<file path="src/rtl/ex_div_ctrl_if.sv">
// Divide request/response bundle between the EX stage and the divide sequencer.
// The EX stage uses the master modport and the sequencer uses the slave modport.
interface ex_div_ctrl_if;
  logic        div_start;
  logic        div_signed;
  logic        div_annul;
  logic [31:0] div_op1;
  logic [31:0] div_op2;
  logic [63:0] div_result;
  logic        div_ready;

  modport master (
    output div_start, div_signed, div_annul, div_op1, div_op2,
    input  div_result, div_ready
  );

  modport slave (
    input  div_start, div_signed, div_annul, div_op1, div_op2,
    output div_result, div_ready
  );
endinterface

</file>
<file path="src/rtl/ex_div_ctrl.sv">
// Radix-2 restoring divide sequencer (32 quotient bits, one per cycle) plus the
// pipeline stall vector generator for the EX stage.
module ex_div_ctrl (
  input  logic       clk,
  input  logic       reset_n,
  input  logic       stallreq_id,
  output logic [5:0] stall,
  ex_div_ctrl_if.slave div
);

  typedef enum logic [1:0] {StIdle, StDivZero, StOn, StEnd} state_e;

  state_e      state_q, state_d;
  logic [5:0]  cnt_q, cnt_d;
  logic [31:0] rem_q, rem_d;
  logic [31:0] quo_q, quo_d;
  logic [31:0] dvsr_q, dvsr_d;
  logic        neg_quo_q, neg_quo_d;
  logic        neg_rem_q, neg_rem_d;
  logic [63:0] result_q, result_d;

  logic [32:0] shifted;
  logic [31:0] diff_lo;
  logic        diff_ge;
  logic        stallreq_ex;

  // Partial remainder shifted left with the next dividend bit; the 33-bit compare
  // decides the quotient bit, and only the low 32 bits of the difference survive.
  assign shifted = {rem_q, quo_q[31]};
  assign diff_ge = (shifted >= {1'b0, dvsr_q});
  assign diff_lo = shifted[31:0] - dvsr_q;

  always_comb begin
    state_d   = state_q;
    cnt_d     = cnt_q;
    rem_d     = rem_q;
    quo_d     = quo_q;
    dvsr_d    = dvsr_q;
    neg_quo_d = neg_quo_q;
    neg_rem_d = neg_rem_q;
    result_d  = result_q;
    unique case (state_q)
      StIdle: begin
        if (div.div_start && !div.div_annul) begin
          if (div.div_op2 == 32'd0) begin
            state_d = StDivZero;
          end else begin
            state_d   = StOn;
            cnt_d     = 6'd0;
            rem_d     = 32'd0;
            quo_d     = (div.div_signed && div.div_op1[31]) ? -div.div_op1 : div.div_op1;
            dvsr_d    = (div.div_signed && div.div_op2[31]) ? -div.div_op2 : div.div_op2;
            neg_quo_d = div.div_signed && (div.div_op1[31] ^ div.div_op2[31]);
            neg_rem_d = div.div_signed && div.div_op1[31];
          end
        end
      end
      StDivZero: begin
        if (div.div_annul) begin
          state_d = StIdle;
        end else begin
          result_d = 64'd0;
          state_d  = StEnd;
        end
      end
      StOn: begin
        if (div.div_annul) begin
          state_d = StIdle;
        end else if (cnt_q != 6'd32) begin
          rem_d = diff_ge ? diff_lo : shifted[31:0];
          quo_d = {quo_q[30:0], diff_ge};
          cnt_d = cnt_q + 6'd1;
        end else begin
          result_d = {(neg_rem_q ? -rem_q : rem_q), (neg_quo_q ? -quo_q : quo_q)};
          state_d  = StEnd;
        end
      end
      StEnd: begin
        if (!div.div_start) state_d = StIdle;
      end
      default: state_d = StIdle;
    endcase
  end

  always_ff @(posedge clk or negedge reset_n) begin
    if (!reset_n) begin
      state_q   <= StIdle;
      cnt_q     <= 6'd0;
      rem_q     <= 32'd0;
      quo_q     <= 32'd0;
      dvsr_q    <= 32'd0;
      neg_quo_q <= 1'b0;
      neg_rem_q <= 1'b0;
      result_q  <= 64'd0;
    end else begin
      state_q   <= state_d;
      cnt_q     <= cnt_d;
      rem_q     <= rem_d;
      quo_q     <= quo_d;
      dvsr_q    <= dvsr_d;
      neg_quo_q <= neg_quo_d;
      neg_rem_q <= neg_rem_d;
      result_q  <= result_d;
    end
  end

  assign div.div_ready  = (state_q == StEnd);
  assign div.div_result = result_q;

  assign stallreq_ex = div.div_start && !div.div_ready && !div.div_annul;

  // Stall is forced off while reset is held, even if EX is still requesting.
  always_comb begin
    stall = 6'b000000;
    if (reset_n) begin
      if (stallreq_ex)      stall = 6'b001111;
      else if (stallreq_id) stall = 6'b000111;
    end
  end

endmodule

</file>
<file path="src/flat_wrapper.sv">
// flat-port wrapper written by rule: the top's interface ports become plain ports
module ex_div_ctrl_flat 
  (clk, reset_n, stallreq_id, stall, div_div_start, div_div_signed, div_div_annul, div_div_op1, div_div_op2, div_div_result, div_div_ready);
  ex_div_ctrl_if div_i ();
  input  logic clk;
  input  logic reset_n;
  input  logic stallreq_id;
  output logic [5:0] stall;
  input wire logic [$bits(div_i.div_start)-1:0] div_div_start;
  input wire logic [$bits(div_i.div_signed)-1:0] div_div_signed;
  input wire logic [$bits(div_i.div_annul)-1:0] div_div_annul;
  input wire logic [$bits(div_i.div_op1)-1:0] div_div_op1;
  input wire logic [$bits(div_i.div_op2)-1:0] div_div_op2;
  output wire logic [$bits(div_i.div_result)-1:0] div_div_result;
  output wire logic [$bits(div_i.div_ready)-1:0] div_div_ready;
  assign div_i.div_start = div_div_start;
  assign div_i.div_signed = div_div_signed;
  assign div_i.div_annul = div_div_annul;
  assign div_i.div_op1 = div_div_op1;
  assign div_i.div_op2 = div_div_op2;
  assign div_div_result = div_i.div_result;
  assign div_div_ready = div_i.div_ready;
  ex_div_ctrl u_core (.clk(clk), .reset_n(reset_n), .stallreq_id(stallreq_id), .stall(stall), .div(div_i));
endmodule
</file>
<file path="config.mk">
export PLATFORM = sky130hd
export DESIGN_NAME = ex_div_ctrl_flat
export DESIGN_NICKNAME = d
export VERILOG_FILES = /design/src/rtl/ex_div_ctrl_if.sv /design/src/rtl/ex_div_ctrl.sv /design/src/flat_wrapper.sv
export SDC_FILE = /design/constraint.sdc
export NUM_CORES = 1
export LEC_CHECK = 0
export BUFFER_PORTS_ARGS = -buffer_cell sky130_fd_sc_hd__buf_2
export CORE_ASPECT_RATIO = 2
export CORE_MARGIN = 2
export CORE_UTILIZATION = 50
export CTS_BUF_LIST = sky130_fd_sc_hd__clkbuf_8
export DETAILED_ROUTE_END_ITERATION = 6
export PLACE_DENSITY_LB_ADDON = 0.2
export SYNTH_ARGS = -nofsm -noshare
export SYNTH_HDL_FRONTEND = slang
export SYNTH_SLANG_ARGS = --single-unit
</file>
<file path="constraint.sdc">
create_clock -name clk -period 7.4 [get_ports clk]
set_input_delay 0.37 -clock clk [delete_from_list [all_inputs] [get_ports clk]]
set_output_delay 0.37 -clock clk [all_outputs]
set_load 0.05 [all_outputs]
</file>
Word level (Yosys, flattened, before mapping)
Cells that the tools add are included.
Word-level totals
  output and inout bits: 71
  register bits after elaboration: 170
  bits of input ports: 70
Cells by class
  eq/ne operators: 12
  multiplexer cells: 34
  reduce and logical (&&, ||, !) cells: 16
  $add $sub $neg: 6
  order comparisons: 1
  bitwise gates (word level): 2
Operators with widths (count)
  32-bit two-way mux: 13
  64-bit two-way mux: 3
  32-bit negator: 4
  32-bit case mux with 2 select lines: 2
  64-bit case mux with 2 select lines: 1
  6-bit two-way mux: 6
  33-bit by 32-bit greater-or-equal comparator with 1-bit output: 1
  32-bit logical NOT: 1
  32-bit subtractor: 1
  2-bit two-way mux: 6
  6-bit case mux with 2 select lines: 1
  2-bit != test, second input constant: 5
  2-bit case mux with 4 select lines: 1
  6-bit by 1-bit adder with 6-bit output, second input constant: 1
  1-bit logical AND: 6
  6-bit != test, second input constant: 1
  3-bit AND reduction: 2
  5-bit AND reduction: 1
  2-bit equality test, second input constant: 2
  2-bit by 1-bit != test with 1-bit output, second input constant: 2
  4-bit AND reduction: 1
  2-bit nonzero test: 2
  3-bit two-way mux: 1
  3-bit != test, second input constant: 1
  other kinds (5): 6

Logic depth before layout (Yosys ltp)
Gate-level depths: netlist of run 1.
  depth after elaboration: 6
  gate-level depth with buffers: 13
  gate-level depth less buffers: 13

Least setup slack after synthesis of run 1
OpenSTA, ideal clock, no wires.
  path kind: register to output
  start: reg u_core.state_q[0]
  end: out stall[1]
  cell stages (with the launch flop): 5
  arrival: 2.813 ns
  setup slack: 4.217 ns
  path buffers: 1
  path through: dfrtp_1 ha_1 nor3b_1 a21o_1 buf_4
On the way
  cells in the longest elaborated chain, start to end: 6
RTL lines
  from (decl): line ex_div_ctrl.sv:13  | state_e state_q, state_d;
  from (signal assigned): line ex_div_ctrl.sv:87  | state_q <= StIdle;
  from (signal assigned): line ex_div_ctrl.sv:96  | state_q <= state_d;
  2-bit equality test: line ex_div_ctrl.sv:107  | assign div.div_ready = (state_q == StEnd);
  net div_div_ready: line flat_wrapper.sv:15  | output wire logic [$bits(div_i.div_ready)-1:0] div_div_ready;
  1-bit logical NOT: line ex_div_ctrl.sv:110  | assign stallreq_ex = div.div_start && !div.div_ready && !div.div_annul;
  1-bit logical AND (2 in series): line ex_div_ctrl.sv:110
  6-bit two-way mux: line ex_div_ctrl.sv:116  | if (stallreq_ex) stall = 6'b001111;
  6-bit two-way mux: line ex_div_ctrl.sv:115  | if (reset_n) begin
  to (decl): line flat_wrapper.sv:8  | output logic [5:0] stall;
The timed path passes the listed nets, and every way through them passes these cells.

Worst setup path after layout of run 1
  start: reg u_core.rem_q[3]
  end: reg u_core.rem_q[17]
On the way
  cells in the longest elaborated chain, start to end: 5
  elaborated cells between the ends (all ways): 6
  classes of those cells: add/sub (1); order compare (1); mux (4)
RTL lines
  from (decl): line ex_div_ctrl.sv:15  | logic [31:0] rem_q, rem_d;
  from (signal assigned): line ex_div_ctrl.sv:98  | rem_q <= rem_d;
  32-bit subtractor or 33-bit by 32-bit greater-or-equal comparator with 1-bit output (tied branches): line ex_div_ctrl.sv:31, ex_div_ctrl.sv:30
  32-bit two-way mux *: line ex_div_ctrl.sv:70  | rem_d = diff_ge ? diff_lo : shifted[31:0];
  32-bit two-way mux *: line ex_div_ctrl.sv:69  | end else if (cnt_q != 6'd32) begin
  32-bit two-way mux *: line ex_div_ctrl.sv:67  | if (div.div_annul) begin
  32-bit case mux with 2 select lines *: line ex_div_ctrl.sv:42  | unique case (state_q)
Every way passes the cells marked *; elsewhere a longest branch is shown, timed or not. The select of a mux whose other input is x is not followed.
A chain may end at the register's enable or synchronous reset.

==> qor_table.md, run 1 <==
| Stage | Item | This run |
|:---|:---|:---|
| place | Count of port buffers added during placement | 138 |
| cells and area | Leading cell type in the layout, fill and taps excluded | sky130_fd_sc_hd__nand2_1 |
| clocking | Root Buffer | sky130_fd_sc_hd__clkbuf_8 |
| grt | Overall overflow remaining after global route | 0 |
| critical path | Reg2reg path depth | 9 |
| clocking | CTS Buf Count | 17 |
| timing | Tcrit/Tclk final | 0.503 |
| critical path | Crit path arrival time | 4.07 ns |
| pwr | Power density over cell area | 298 nW/µm² |
| detailed routing | Initial DRC Count | 482 |
| place | HPWL reported at the end of detailed placement | 22.1 mm |
| place | Setup slack at placement | 3.31 ns |
| detailed routing | Number of detailed-route iterations in the first pass | 5 |
| min path | Min-delay worst type | in -> reg |
| pwr | Switching power total | 1.70 mW |
| synthesis | Post-synthesis instance area | 11400 µm² |
| min path | Cell count of the worst hold path | 3 |
| synthesis | Post-synthesis area per instance | 8.17 µm² |
| detailed routing | # DRC | 0 |
| timing | Highest Clock Rate | 269 MHz |
| synthesis | Top cells by area, synth | sky130_fd_sc_hd__dfrtp_1 37%, sky130_fd_sc_hd__nand2_1 7.4%, sky130_fd_sc_hd__xor2_1 6.8%, sky130_fd_sc_hd__o21ai_0 6.4%, sky130_fd_sc_hd__a21oi_1 4.6% |
| pwr | Comb pwr share | 0.470 |
| synthesis | Number of distinct standard cells referenced by the synthesized netlist | 73 |
| min path | Hold path start | div_div_op2[23] |
| pwr | Seq pwr share | 0.364 |
| min path | Worst min-delay path endpoint | u_core.dvsr_q[23]$_DFFE_PN0P_ |
| detailed routing | Total vias in the final route | 9987 |
| critical path | Required time of the worst setup path | 7.75 ns |
| clocking | Number of gates given a new drive strength after cts | 0 |
| die | Initial cell density of the core | 0.506 |
| pwr | Part of the total power dissipated in the clock network | 0.166 |
| timing | Fin. Hold Viols | 0 |
| timing | Worst setup slack after layout | 3.68 ns |
| synthesis | Post-synthesis cell type with the largest combined area | sky130_fd_sc_hd__dfrtp_1 |
| pwr | Peak supply drop | 0.148 mV |
| place | Last weighted congestion value of the routability-driven placer | 0.916 |
| cells and area | Number of nets in the finished design | 1597 |
| critical path | Setup slack of the worst register-to-register path | 3.68 ns |
| synthesis | Post-synth top area share | 0.373 |
| detailed routing | Total length of routed wires | 28.9 mm |
| timing | Max-slew violation count | 0 |
| clocking | Clock latency on the worst-skew pair | 0.49 ns |
| cells and area | Layout area overhead | 9.84% |
| timing | Hold slack | 0.187 ns |
| cells and area | Fill cell total of the finished layout | 2181 |
| timing | Tightest slew margin relative to the limit | 0.234 |
| die | Area of the placeable core | 22500 µm² |
| timing | Total Neg Setup Slack | 0 ns |
| synthesis | Fraction of the yosys area taken by sequential cells | 0.373 |
| critical path | Critical Path Start Type | flip-flop |
| clocking | CTS tree | yes |
| detailed routing | Final routed wire length divided by cell count | 16.3 µm |
| clocking | Post-CTS Setup Inserts | 0 |
| die | Die H | 218 µm |
| synthesis | Post-synth EDFFs | 0 |
| timing | Minimum clock period after layout | 3.72 ns |
| pwr | Internal Dissipation | 2.04 mW |
| synthesis | Top FF cell, synth | sky130_fd_sc_hd__dfrtp_1 |
| cells and area | Layout Cells excl Fill | 1777 |
| timing | Count of final setup violators | 0 |
| cells and area | Most frequent cells in the layout | 224 x sky130_fd_sc_hd__nand2_1, 170 x sky130_fd_sc_hd__dfrtp_1, 147 x sky130_fd_sc_hd__o21ai_0 |
| synthesis | FF+latch count, synth | 170 |
| synthesis | Cells after Synth | 1398 |
| synthesis | Proportion of synthesized flip-flops having asynchronous set or reset | 1.00 |
| critical path | Worst reg2reg path startpoint | u_core.rem_q[3]$_DFFE_PN0P_ |
| synthesis | Syn. warnings | 0 |
| critical path | Category of the most critical setup path | reg -> reg |
| detailed routing | Via-per-instance ratio | 5.62 |
| detailed routing | Post-detailed-route count of antenna-violating nets | 0 |
| timing | Clock Skews | 0.0124 ns |
| timing | Setup repair after global routing missed its margin | no |
| pwr | Switching share of total power | 0.453 |
| cells and area | Area of all placed cells without fillers | 12500 µm² |
| cells and area | Fraction of layout instances using a drive strength above 1 | 0.136 |
| timing | Transition time at the pin with the least slew margin | 1.15 ns |
| die | Die Width | 111 µm |
| grt | First-pass GRT wire length | 47.1 mm |
| flow run | Max-cap check violation count | 0 |
| clocking | Max Buffers Root-to-Sink | 2 |
| pwr | Leakage power | 5.82 nW |
| clocking | CTS H-Tree Depth | 4 |
| critical path | Critical Path End Type | flip-flop |
| grt | All-layer global routing usage | 0.243 |
| die | Total number of placement rows | 78 |
| run status | Outcome | complete, no violations |
| die | Number of top-level pins | 141 |
| die | Total Die Area | 24100 µm² |
| grt | Antenna violations before repair | 1 |
| place | Placed standard-cell area | 12200 µm² |
| place | Placed Instances | 1744 |
| grt | Maximum number of pins on one net before global-route repair | 85 |
| critical path | Reg-to-reg critical path endpoint | u_core.rem_q[17]$_DFFE_PN0P_ |
| grt | Vias in the first global route | 9638 |
| clocking | Sink count of the clock tree | 170 |
| clocking | Clk slew on worst S/H paths | 0.08 ns |
| critical path | Worst-path maximum fanout | 50 |
-- power groups by stage --
stage / clock, mW / sequential (mW) / combinational [mW]
finish: 0.622 / 1.36 / 1.76
global route: 0.666 / 1.40 / 1.99
CTS: 0.634 / 1.36 / 1.77
detailed placement: 0 / 1.38 / 1.76
global placement: 0 / 1.37 / 1.74
floorplan: 0 / 1.37 / 1.35
-- synthesized netlist by cell type, types with 15 or more instances --
cell type,n
sky130_fd_sc_hd__a21o_1,15
sky130_fd_sc_hd__a21oi_1,105
sky130_fd_sc_hd__clkbuf_1,59
sky130_fd_sc_hd__dfrtp_1,170
sky130_fd_sc_hd__ha_1,42
sky130_fd_sc_hd__inv_1,60
sky130_fd_sc_hd__nand2_1,225
sky130_fd_sc_hd__nor2_1,107
sky130_fd_sc_hd__nor3_1,17
sky130_fd_sc_hd__o21ai_0,147
sky130_fd_sc_hd__o21ai_1,60
sky130_fd_sc_hd__o31ai_1,30
sky130_fd_sc_hd__xnor2_1,56
sky130_fd_sc_hd__xor2_1,89
-- how the worst max path moves through the flow --
stage,from,endpoint,slack [ns],cells past startpoint
finish,u_core.rem_q[3]$_DFFE_PN0P_,u_core.rem_q[17]$_DFFE_PN0P_,3.68,9
floorplan,u_core.state_q[0]$_DFFE_PN0P_,stall[1],4.22,4
global placement,div_div_op2[5],u_core.cnt_q[4]$_DFFE_PN0P_,3.41,11
detailed placement,div_div_op2[5],u_core.cnt_q[4]$_DFFE_PN0P_,3.31,11
CTS,u_core.rem_q[3]$_DFFE_PN0P_,u_core.rem_q[17]$_DFFE_PN0P_,3.71,9
global route,u_core.rem_q[3]$_DFFE_PN0P_,u_core.rem_q[17]$_DFFE_PN0P_,3.31,9
-- cells by family (layout without fill, tap and decap cells) --
family / Yosys count / count (layout) / synth area share
buffers and inverters: 140 / 237 / 0.0509
AO/OA/AOI/OAI: 428 / 428 / 0.221
other: 1 / 3 / 0.000329
adder cells (fa/ha/maj): 43 / 43 / 0.0478
flip-flops: 170 / 170 / 0.373
multiplexers: 8 / 8 / 0.00713
XOR/XNOR: 145 / 145 / 0.111
AND/OR/NAND/NOR: 463 / 463 / 0.189
-- registers in the layout, indices dropped and copies added, names as in the netlist --
register               flops
u_core.div.div_result     64
u_core.dvsr_q             32
u_core.quo_q              32
u_core.rem_q              32
u_core.cnt_q               6
u_core.state_q             2
u_core.neg_quo_q           1
u_core.neg_rem_q           1
-- per-layer routing --
layer,vias up,part of all wire,track usage
met5,-,0,0
met4,0,0.043,0.119
met3,58,0.032,0.0386
met2,211,0.55,0.471
met1,4690,0.38,0.248
li1,5028,-,-
-- worst max-delay path: stages (launching register included) --
cell                       delay (ns)
sky130_fd_sc_hd__dfrtp_1         0.46
sky130_fd_sc_hd__ha_1            0.39
sky130_fd_sc_hd__a21oi_1         0.24
sky130_fd_sc_hd__nand2_1         0.10
sky130_fd_sc_hd__o21ai_0         0.17
sky130_fd_sc_hd__nand2_1         0.17
sky130_fd_sc_hd__a31oi_1         0.47
sky130_fd_sc_hd__o211a_2         0.95
sky130_fd_sc_hd__nand2b_1        0.47
sky130_fd_sc_hd__o21ai_0         0.15
-- cell type report --
class,instances,area [µm²],area share
diodes,1,2.50,0.000200
clock buffers,20,275,0.0220
clock inverters,11,81.3,0.00649
inverters,60,225,0.0180
multi-input cells,1089,6590,0.526
flip-flops and latches,170,4250,0.339
well taps,280,350,0.0279
repair buffers,146,759,0.0606
-- through the flow --
step,utilization,power (mW)
2_1_floorplan,-,2.72
3_3_place_gp,0.540,3.10
3_5_place_dp,0.540,3.14
4_1_cts,0.556,3.76
5_1_grt,0.556,4.05
6_report,0.556,3.74
-- timing repair --
| action | 4_1_cts | 5_1_grt |
|---|---|---|
| endpoints found under the hold margin | 37 | 0 |
| hold buffers | 1 | 0 |
| setup endpoints to repair | 0 | 0 |
(Power assumes the default switching activity.)
==> run 2: changes to the inputs <==
--- a/config.mk
+++ b/config.mk
@@ -5,6 +5,7 @@
 export SDC_FILE = /design/constraint.sdc
 export NUM_CORES = 1
 export LEC_CHECK = 0
+export ABC_AREA = 1
 export BUFFER_PORTS_ARGS = -buffer_cell sky130_fd_sc_hd__buf_2
 export CORE_ASPECT_RATIO = 2
 export CORE_MARGIN = 2
==> constraint.sdc (replaced) <==
create_clock -name clk -period 3.1 [get_ports clk]
set_input_delay 0.155 -clock clk [delete_from_list [all_inputs] [get_ports clk]]
set_output_delay 0.155 -clock clk [all_outputs]
set_load 0.05 [all_outputs]
==> run 2 against run 1 <==
  * Sequential power up 150%
  * Global-route usage up 12 points
  * Via count up 39%
  * Count of clock-buffer cells in the layout up 1
  * Worst hold slack worse by 0.17 ns
  * Final cell count up 41%
  * Critical path type unchanged
  * Largest power group unchanged
==> qor_table.md, run 2 <==
| Stage | Item | This run |
|:---|:---|:---|
| timing | Tightest slew margin relative to the limit | 0.269 |
| pwr | Total chip power | 11.3 mW |
| cells and area | Fill cell total of the finished layout | 2774 |
| synthesis | Number of distinct standard cells referenced by the synthesized netlist | 47 |
| timing | Transition time at the pin with the least slew margin | 1.10 ns |
| cells and area | Leading cell type in the layout, fill and taps excluded | sky130_fd_sc_hd__nand2_1 |
| synthesis | FF+latch count, synth | 170 |
| critical path | Crit path top cell by count | sky130_fd_sc_hd__nand2_1 |
| clocking | Clk slew on worst S/H paths | 0.11 ns |
| critical path | Reg-to-reg critical path endpoint | u_core.rem_q[10]$_DFFE_PN0P_ |
| place | Count of port buffers added during placement | 138 |
| synthesis | Top FF cell, synth | sky130_fd_sc_hd__dfrtp_1 |
| synthesis | Top cells by area, synth | sky130_fd_sc_hd__dfrtp_1 33%, sky130_fd_sc_hd__nand2_1 19%, sky130_fd_sc_hd__inv_1 7.4%, sky130_fd_sc_hd__nand3_1 7.1%, sky130_fd_sc_hd__nor2_1 5.8% |
| pwr | Seq pwr share | 0.298 |
| cells and area | Fin util | 0.567 |
| synthesis | Library cell with the highest instance count after synthesis | sky130_fd_sc_hd__nand2_1 |
| pwr | Peak supply drop | 0.617 mV |
| grt | Overall overflow remaining after global route | 0 |
| die | Die Width | 118 µm |
| clocking | Root Buffer | sky130_fd_sc_hd__clkbuf_8 |
| timing | Total Neg Setup Slack | 0 ns |
| cells and area | Antenna diode count | 0 |
| min path | Min-delay worst type | in -> reg |
| timing | Setup repair after global routing missed its margin | no |
| synthesis | Post-synthesis cell type with the largest combined area | sky130_fd_sc_hd__dfrtp_1 |
| clocking | CTS tree | yes |
| critical path | Category of the most critical setup path | reg -> reg |
| timing | Highest Clock Rate | 385 MHz |
| grt | All-layer global routing usage | 0.366 |
| detailed routing | Number of detailed-route iterations in the first pass | 7 |
| detailed routing | Initial DRC Count | 782 |
| detailed routing | # DRC | 0 |
| pwr | Comb pwr share | 0.558 |
| synthesis | Cells after Synth | 2027 |
| critical path | Required time of the worst setup path | 3.47 ns |
| clocking | Number of gates given a new drive strength after cts | 0 |
| detailed routing | Post-detailed-route count of antenna-violating nets | 0 |
| timing | Clock Skews | 0.0248 ns |
| clocking | CTS Buf Count | 17 |
| cells and area | Storage element area | 4250 µm² |
| die | Area of the placeable core | 25700 µm² |
| pwr | Power density over cell area | 777 nW/µm² |
| timing | Count of final setup violators | 0 |
| detailed routing | Total vias in the final route | 13900 |
| critical path | Crit path arrival time | 2.97 ns |
| cells and area | Layout area overhead | 11.9% |
| cells and area | Most frequent cells in the layout | 654 x sky130_fd_sc_hd__nand2_1, 259 x sky130_fd_sc_hd__inv_1, 200 x sky130_fd_sc_hd__nor2_1 |
| die | Die H | 232 µm |
| critical path | Critical Path End Type | flip-flop |
| pwr | Internal Dissipation | 5.24 mW |
| clocking | CTS H-Tree Depth | 4 |
| synthesis | Syn. warnings | 0 |
| timing | Fin. Hold Viols | 0 |
| critical path | Setup slack of the worst register-to-register path | 0.50 ns |
| synthesis | Post-synthesis instance area | 13000 µm² |
| pwr | Switching power total | 6.06 mW |
| grt | Vias in the first global route | 13900 |
| place | Last weighted congestion value of the routability-driven placer | 1.05 |
| die | Number of top-level pins | 141 |
| synthesis | Proportion of synthesized flip-flops having asynchronous set or reset | 1.00 |
| grt | Antenna violations before repair | 0 |
| synthesis | Post-synth top area share | 0.327 |
| clocking | Max Buffers Root-to-Sink | 2 |
| cells and area | Number of nets in the finished design | 2270 |
| clocking | Clock latency on the worst-skew pair | 0.51 ns |
| die | Total number of placement rows | 83 |
| run status | Outcome | complete, no violations |
| detailed routing | Total length of routed wires | 49.2 mm |
| place | Setup slack at placement | 0.508 ns |
| die | Initial cell density of the core | 0.507 |
| place | HPWL reported at the end of detailed placement | 39.6 mm |
| critical path | Worst reg2reg path startpoint | u_core.quo_q[31]$_DFFE_PN0P_ |
| min path | Cell count of the worst hold path | 3 |
| pwr | Switching share of total power | 0.536 |
| critical path | Reg2reg path depth | 14 |
| timing | Tcrit/Tclk final | 0.838 |
| synthesis | Fraction of the yosys area taken by sequential cells | 0.327 |
| synthesis | Most used standard cells in the synthesized netlist | 654 x sky130_fd_sc_hd__nand2_1, 258 x sky130_fd_sc_hd__inv_1, 201 x sky130_fd_sc_hd__nor2_1 |
| synthesis | Post-synthesis area per instance | 6.42 µm² |
| min path | Worst min-delay path endpoint | u_core.dvsr_q[29]$_DFFE_PN0P_ |
| critical path | Cell with the largest stage delay on the worst path | sky130_fd_sc_hd__dfrtp_1 |
| cells and area | Area of combinational cells with multiple inputs | 7450 µm² |
| detailed routing | Via-per-instance ratio | 5.55 |
| cells and area | Fraction of layout instances using a drive strength above 1 | 0.106 |
| critical path | Cell-by-cell listing of the critical path | inv_1 > ha_1 > inv_1 > fa_1 > nand2_1 > nand3_1 > nand3_1 > nand2_1 > nand2_1 > nand2_1 > xnor2_1 > nand2_1 > nand3_1 > o21ai_0 |
| clocking | Post-CTS Setup Inserts | 0 |
| cells and area | Number of flip-flops in the largest register | 64 |
| critical path | Combined buffer and inverter count along the critical path | 2 |
| flow run | Max-cap check violation count | 0 |
| timing | Max-slew violation count | 0 |
| clocking | Sink count of the clock tree | 170 |
| timing | Worst setup slack after layout | 0.501 ns |
| synthesis | Post-synth EDFFs | 0 |
| grt | First-pass GRT wire length | 75.0 mm |
| timing | Minimum clock period after layout | 2.60 ns |
| grt | Maximum number of pins on one net before global-route repair | 97 |
| die | Total Die Area | 27400 µm² |
| pwr | Part of the total power dissipated in the clock network | 0.144 |
| critical path | Longest individual stage delay on the worst path | 0.40 ns |
| pwr | Leakage power | 7.81 nW |
| detailed routing | Final routed wire length divided by cell count | 19.6 µm |
| critical path | Worst-path maximum fanout | 3 |
| min path | Hold path start | div_div_op2[29] |
| critical path | Critical Path Start Type | flip-flop |
| critical path | Critical path's top delay family | simple AND/OR/NAND/NOR gates |
==> run 2: cell count changes after synthesis, sizes merged, moves of 37 or more <==
cell and change:
nand2 +433, inv +203, nand3 +174, nor2 +105, xor2 -51, a21oi -44, clkbuf -37
==> run 2: worst max-delay path by stage <==
stage                             startpoint                           end  slack [ns]  cells after the start
2_1_floorplan  u_core.state_q[0]$_DFFE_PN0P_                      stall[1]        0.33                      4
3_3_place_gp    u_core.quo_q[31]$_DFFE_PN0P_  u_core.rem_q[18]$_DFFE_PN0P_        0.57                     16
3_5_place_dp     u_core.cnt_q[0]$_DFFE_PN0P_   u_core.rem_q[4]$_DFFE_PN0P_        0.51                      8
4_1_cts          u_core.cnt_q[0]$_DFFE_PN0P_   u_core.rem_q[4]$_DFFE_PN0P_        0.50                      8
5_1_grt         u_core.quo_q[31]$_DFFE_PN0P_  u_core.rem_q[26]$_DFFE_PN0P_        0.30                     16
6_report        u_core.quo_q[31]$_DFFE_PN0P_  u_core.rem_q[10]$_DFFE_PN0P_        0.50                     14
==> run 2: power by group through the flow <==
stage	registers (mW)	clock network (mW)	logic, mW
3_5_place_dp	3.38	0	6.22
3_3_place_gp	3.37	0	6.16
5_1_grt	3.42	1.72	6.97
2_1_floorplan	3.24	0	4.18
4_1_cts	3.34	1.64	6.26
6_report	3.37	1.63	6.31
==> run 2: area by class of cell <==
type                       instances  share of cell area
multi-input combinational       1529               0.512
sequential                       170               0.292
timing repair buffer             176              0.0714
inverter                         263              0.0678
tap                              340              0.0292
clock buffer                      21              0.0199
clock inverter                    11             0.00748
==> run 2: logic make-up (layout without fill, tap and decap cells) <==
| family | Yosys count | after routing | share of synthesized area |
|---|---|---|---|
| AND/OR/NAND/NOR | 1140 | 1140 | 0.368 |
| buffers and inverters | 329 | 471 | 0.102 |
| AO/OA/AOI/OAI | 281 | 281 | 0.119 |
| flip-flops | 170 | 170 | 0.327 |
| XOR/XNOR | 63 | 63 | 0.0424 |
| adder cells (fa/ha/maj) | 43 | 43 | 0.0420 |
| other | 1 | 2 | 0.000288 |
==> run 2: worst reg2reg max path: cells and delay by family (launching register included) <==
kind                       cells  cell delay, ns
AOI/OAI and AO/OA              1            0.08
xor gates and xnor gates       1            0.37
adders and majority gates      2            0.56
buffers and inverters          2            0.23
DFF                            1            0.40
and+or+nand+nor                8            0.86
==> run 2: metal layers <==
layer,up-vias,global-route usage,part of all wire
met3,234,0.0496,0.040
met4,0,0.408,0.13
li1,6742,-,-
met1,6464,0.311,0.30
met5,-,0,0
met2,490,0.678,0.53
==> run 2: repair_timing <==
item	CTS	global route
hold buffers	13	0
endpoints found under the setup margin	0	0
endpoints found under the hold margin	122	0
==> run 2: through the flow <==
step	cells	cell area, µm²	hold WS, ns
after floorplan	2028	13000	-0.141
after global placement	2465	14000	0.0133
after detailed placement	2465	14000	0.0122
after CTS	2510	14600	0.00209
after global routing	2510	14600	0.0294
final	2510	14600	0.0184
==> run 3: changes to the inputs <==
==> constraint.sdc (replaced) <==
create_clock -name clk -period 2.1 [get_ports clk]
set_input_delay 0.105 -clock clk [delete_from_list [all_inputs] [get_ports clk]]
set_output_delay 0.105 -clock clk [all_outputs]
set_load 0.05 [all_outputs]
==> run 3 against run 2 <==
  * The run now ends with negative setup slack left
  * Flip-flop and latch count is the same
  * First-iteration DRC count grew 23%
  * Design area grew 25%
  * Final cell count grew 11%
  * Non-clock buffer count grew 280
  * Core utilization grew 14 points
  * Maximum frequency grew 12%
  * Critical path type unchanged
  * Critical endpoint is now u_core.rem_q[17]$_DFFE_PN0P_
  * Via count grew 11%
  * Power grew 91%
  * Clock power grew 56%
==> qor_table.md, run 3 (synthesized netlist as in run 2, its figures left out) <==
| Stage | Item | This run |
|:---|:---|:---|
| flow run | Max-cap check violation count | 0 |
| cells and area | Area of all placed cells without fillers | 18100 µm² |
| timing | Total Neg Setup Slack | -3.03 ns |
| pwr | Peak supply drop | 0.749 mV |
| die | Total Die Area | 27400 µm² |
| timing | Count of final setup violators | 34 |
| critical path | Worst-path maximum fanout | 3 |
| cells and area | Antenna diode count | 0 |
| clocking | Sink count of the clock tree | 170 |
| grt | First-pass GRT wire length | 82.6 mm |
| cells and area | Layout area overhead | 39.5% |
| detailed routing | Initial DRC Count | 962 |
| die | Die H | 232 µm |
| run status | Failing checks | negative setup slack |
| cells and area | Number of nets in the finished design | 2551 |
| clocking | Max Buffers Root-to-Sink | 2 |
| timing | Clock Skews | 0.0225 ns |
| critical path | Critical Path Start Type | flip-flop |
| place | HPWL reported at the end of detailed placement | 42.0 mm |
| grt | All-layer global routing usage | 0.400 |
| clocking | Clock latency on the worst-skew pair | 0.52 ns |
| cells and area | Most frequent cells in the layout | 583 x sky130_fd_sc_hd__nand2_1, 255 x sky130_fd_sc_hd__buf_4, 224 x sky130_fd_sc_hd__inv_1 |
| die | Initial cell density of the core | 0.507 |
| cells and area | Fraction of layout instances using a drive strength above 1 | 0.299 |
| timing | Fin. Hold Viols | 0 |
| pwr | Leakage power | 9.43 nW |
| critical path | Cell with the largest stage delay on the worst path | sky130_fd_sc_hd__dfrtp_2 |
| grt | Maximum number of pins on one net before global-route repair | 95 |
| critical path | Cell-by-cell listing of the critical path | ha_4 > buf_6 > nand2_4 > nand2_2 > nand2_2 > nand2_4 > inv_2 > nand3_2 > nand2_2 > buf_4 > buf_4 > buf_4 > nand3b_1 > nand2_1 > nand2_1 > nand3_1 > o21ai_2 |
| run status | Outcome | finished with violations |
| critical path | Category of the most critical setup path | reg -> reg |
| timing | Hold slack | 0.0161 ns |
| pwr | Total chip power | 21.6 mW |
| critical path | Required time of the worst setup path | 2.52 ns |
| clocking | CTS Buf Count | 17 |
| place | Last weighted congestion value of the routability-driven placer | 1.01 |
| detailed routing | Via-per-instance ratio | 5.55 |
| detailed routing | Total vias in the final route | 15500 |
| detailed routing | Post-detailed-route count of antenna-violating nets | 0 |
| timing | Worst setup slack after layout | -0.229 ns |
| detailed routing | # DRC | 0 |
| grt | Overall overflow remaining after global route | 0 |
| grt | Vias in the first global route | 15700 |
| clocking | Root Buffer | sky130_fd_sc_hd__clkbuf_8 |
| timing | Max-slew violation count | 0 |
| clocking | Clk slew on worst S/H paths | 0.11 ns |
| critical path | Critical Path End Type | flip-flop |
| cells and area | Fin util | 0.707 |
| critical path | Crit path arrival time | 2.75 ns |
| clocking | CTS H-Tree Depth | 4 |
| pwr | Power density over cell area | 1190 nW/µm² |
| detailed routing | Total length of routed wires | 54.9 mm |
| cells and area | Number of flip-flops in the largest register | 64 |
| timing | Transition time at the pin with the least slew margin | 0.847 ns |
| detailed routing | Final routed wire length divided by cell count | 19.7 µm |
| timing | Tcrit/Tclk final | 1.11 |
| die | Die Width | 118 µm |
| place | Setup slack at placement | -0.474 ns |
| place | Placed standard-cell area | 15700 µm² |
| timing | Setup repair after global routing missed its margin | yes |
| timing | Highest Clock Rate | 429 MHz |
| cells and area | Layout Cells excl Fill | 2791 |
| cells and area | Leading cell type in the layout, fill and taps excluded | sky130_fd_sc_hd__nand2_1 |
| place | Count of port buffers added during placement | 138 |
| detailed routing | Number of detailed-route iterations in the first pass | 7 |
| critical path | Longest individual stage delay on the worst path | 0.49 ns |
| die | Number of top-level pins | 141 |
| timing | Tightest slew margin relative to the limit | 0.435 |
| grt | Antenna violations before repair | 1 |
| die | Total number of placement rows | 83 |
| die | Area of the placeable core | 25700 µm² |
| place | Placed Instances | 2678 |
| timing | Minimum clock period after layout | 2.33 ns |
| clocking | CTS tree | yes |
| min path | Min-delay worst type | in -> async |
## run 3: changes by cell type in the layout (fill, tap and decap cells not counted), sizes merged, moves of 2 or more
cell / previous run / this run
buf: 163 / 424
dlygate4sd3: 13 / 32
clkinv: 4 / 1
inv: 268 / 271
clkbuf: 21 / 19
## run 3: critical path, delay by kind of cell (launching register included)
| kind | cells | cell delay (ns) |
|---|---|---|
| and+or+nand+nor | 10 | 0.77 |
| buffers and inverters | 5 | 0.55 |
| DFF | 1 | 0.49 |
| adders and majority gates | 1 | 0.33 |
| AOI/OAI and AO/OA | 1 | 0.11 |
## run 3: report_power, final
| group | leakage, nW | switching (mW) | total [mW] | internal [mW] |
|---|---|---|---|---|
| clock | 0.215 | 1.40 | 2.55 | 1.16 |
| combinational | 6.98 | 8.42 | 14.1 | 5.69 |
| sequential | 2.24 | 0.856 | 4.89 | 4.04 |
## run 3: worst paths after layout
kind,startpoint,end,slack [ns],cells past startpoint
min,reset_n,u_core.dvsr_q[10]$_DFFE_PN0P_,0.02,2
max reg2reg,u_core.rem_q[5]$_DFFE_PN0P_,u_core.rem_q[17]$_DFFE_PN0P_,-0.23,17
min in group clk,div_div_op2[27],u_core.dvsr_q[27]$_DFFE_PN0P_,0.02,4
max in group asynchronous,reset_n,u_core.rem_q[27]$_DFFE_PN0P_,1.11,3
min reg2reg,u_core.div.div_result[51]$_DFFE_PN0P_,u_core.div.div_result[51]$_DFFE_PN0P_,0.48,2
max,u_core.rem_q[5]$_DFFE_PN0P_,u_core.rem_q[17]$_DFFE_PN0P_,-0.23,17
## run 3: final cells by class
cell class                      count  area, µm²
Clock buffer                       19        262
Clock inverter                     13        154
Fill cell                        2276       7510
Inverter                          263        993
Multi-Input combinational cell   1530       8600
Sequential cell                   170       4280
Tap cell                          340        425
Timing Repair Buffer              456       3430
## run 3: routing by layer
metal | vias to the layer above | GRT usage | wire length (µm)
met5 | - | 0 | 11
met4 | 2 | 0.421 | 6950
met3 | 316 | 0.0602 | 2190
met2 | 572 | 0.748 | 29100
met1 | 7269 | 0.343 | 16700
li1 | 7332 | - | -
## run 3: repair_timing
action / CTS / global route
pin swaps: 46 / 50
gates resized for setup: 168 / 157
cloned: 3 / 0
endpoints found under the hold margin: 201 / 0
endpoints found under the setup margin: 102 / 124
hold buffers: 32 / 0
buffers inserted: 29 / 19
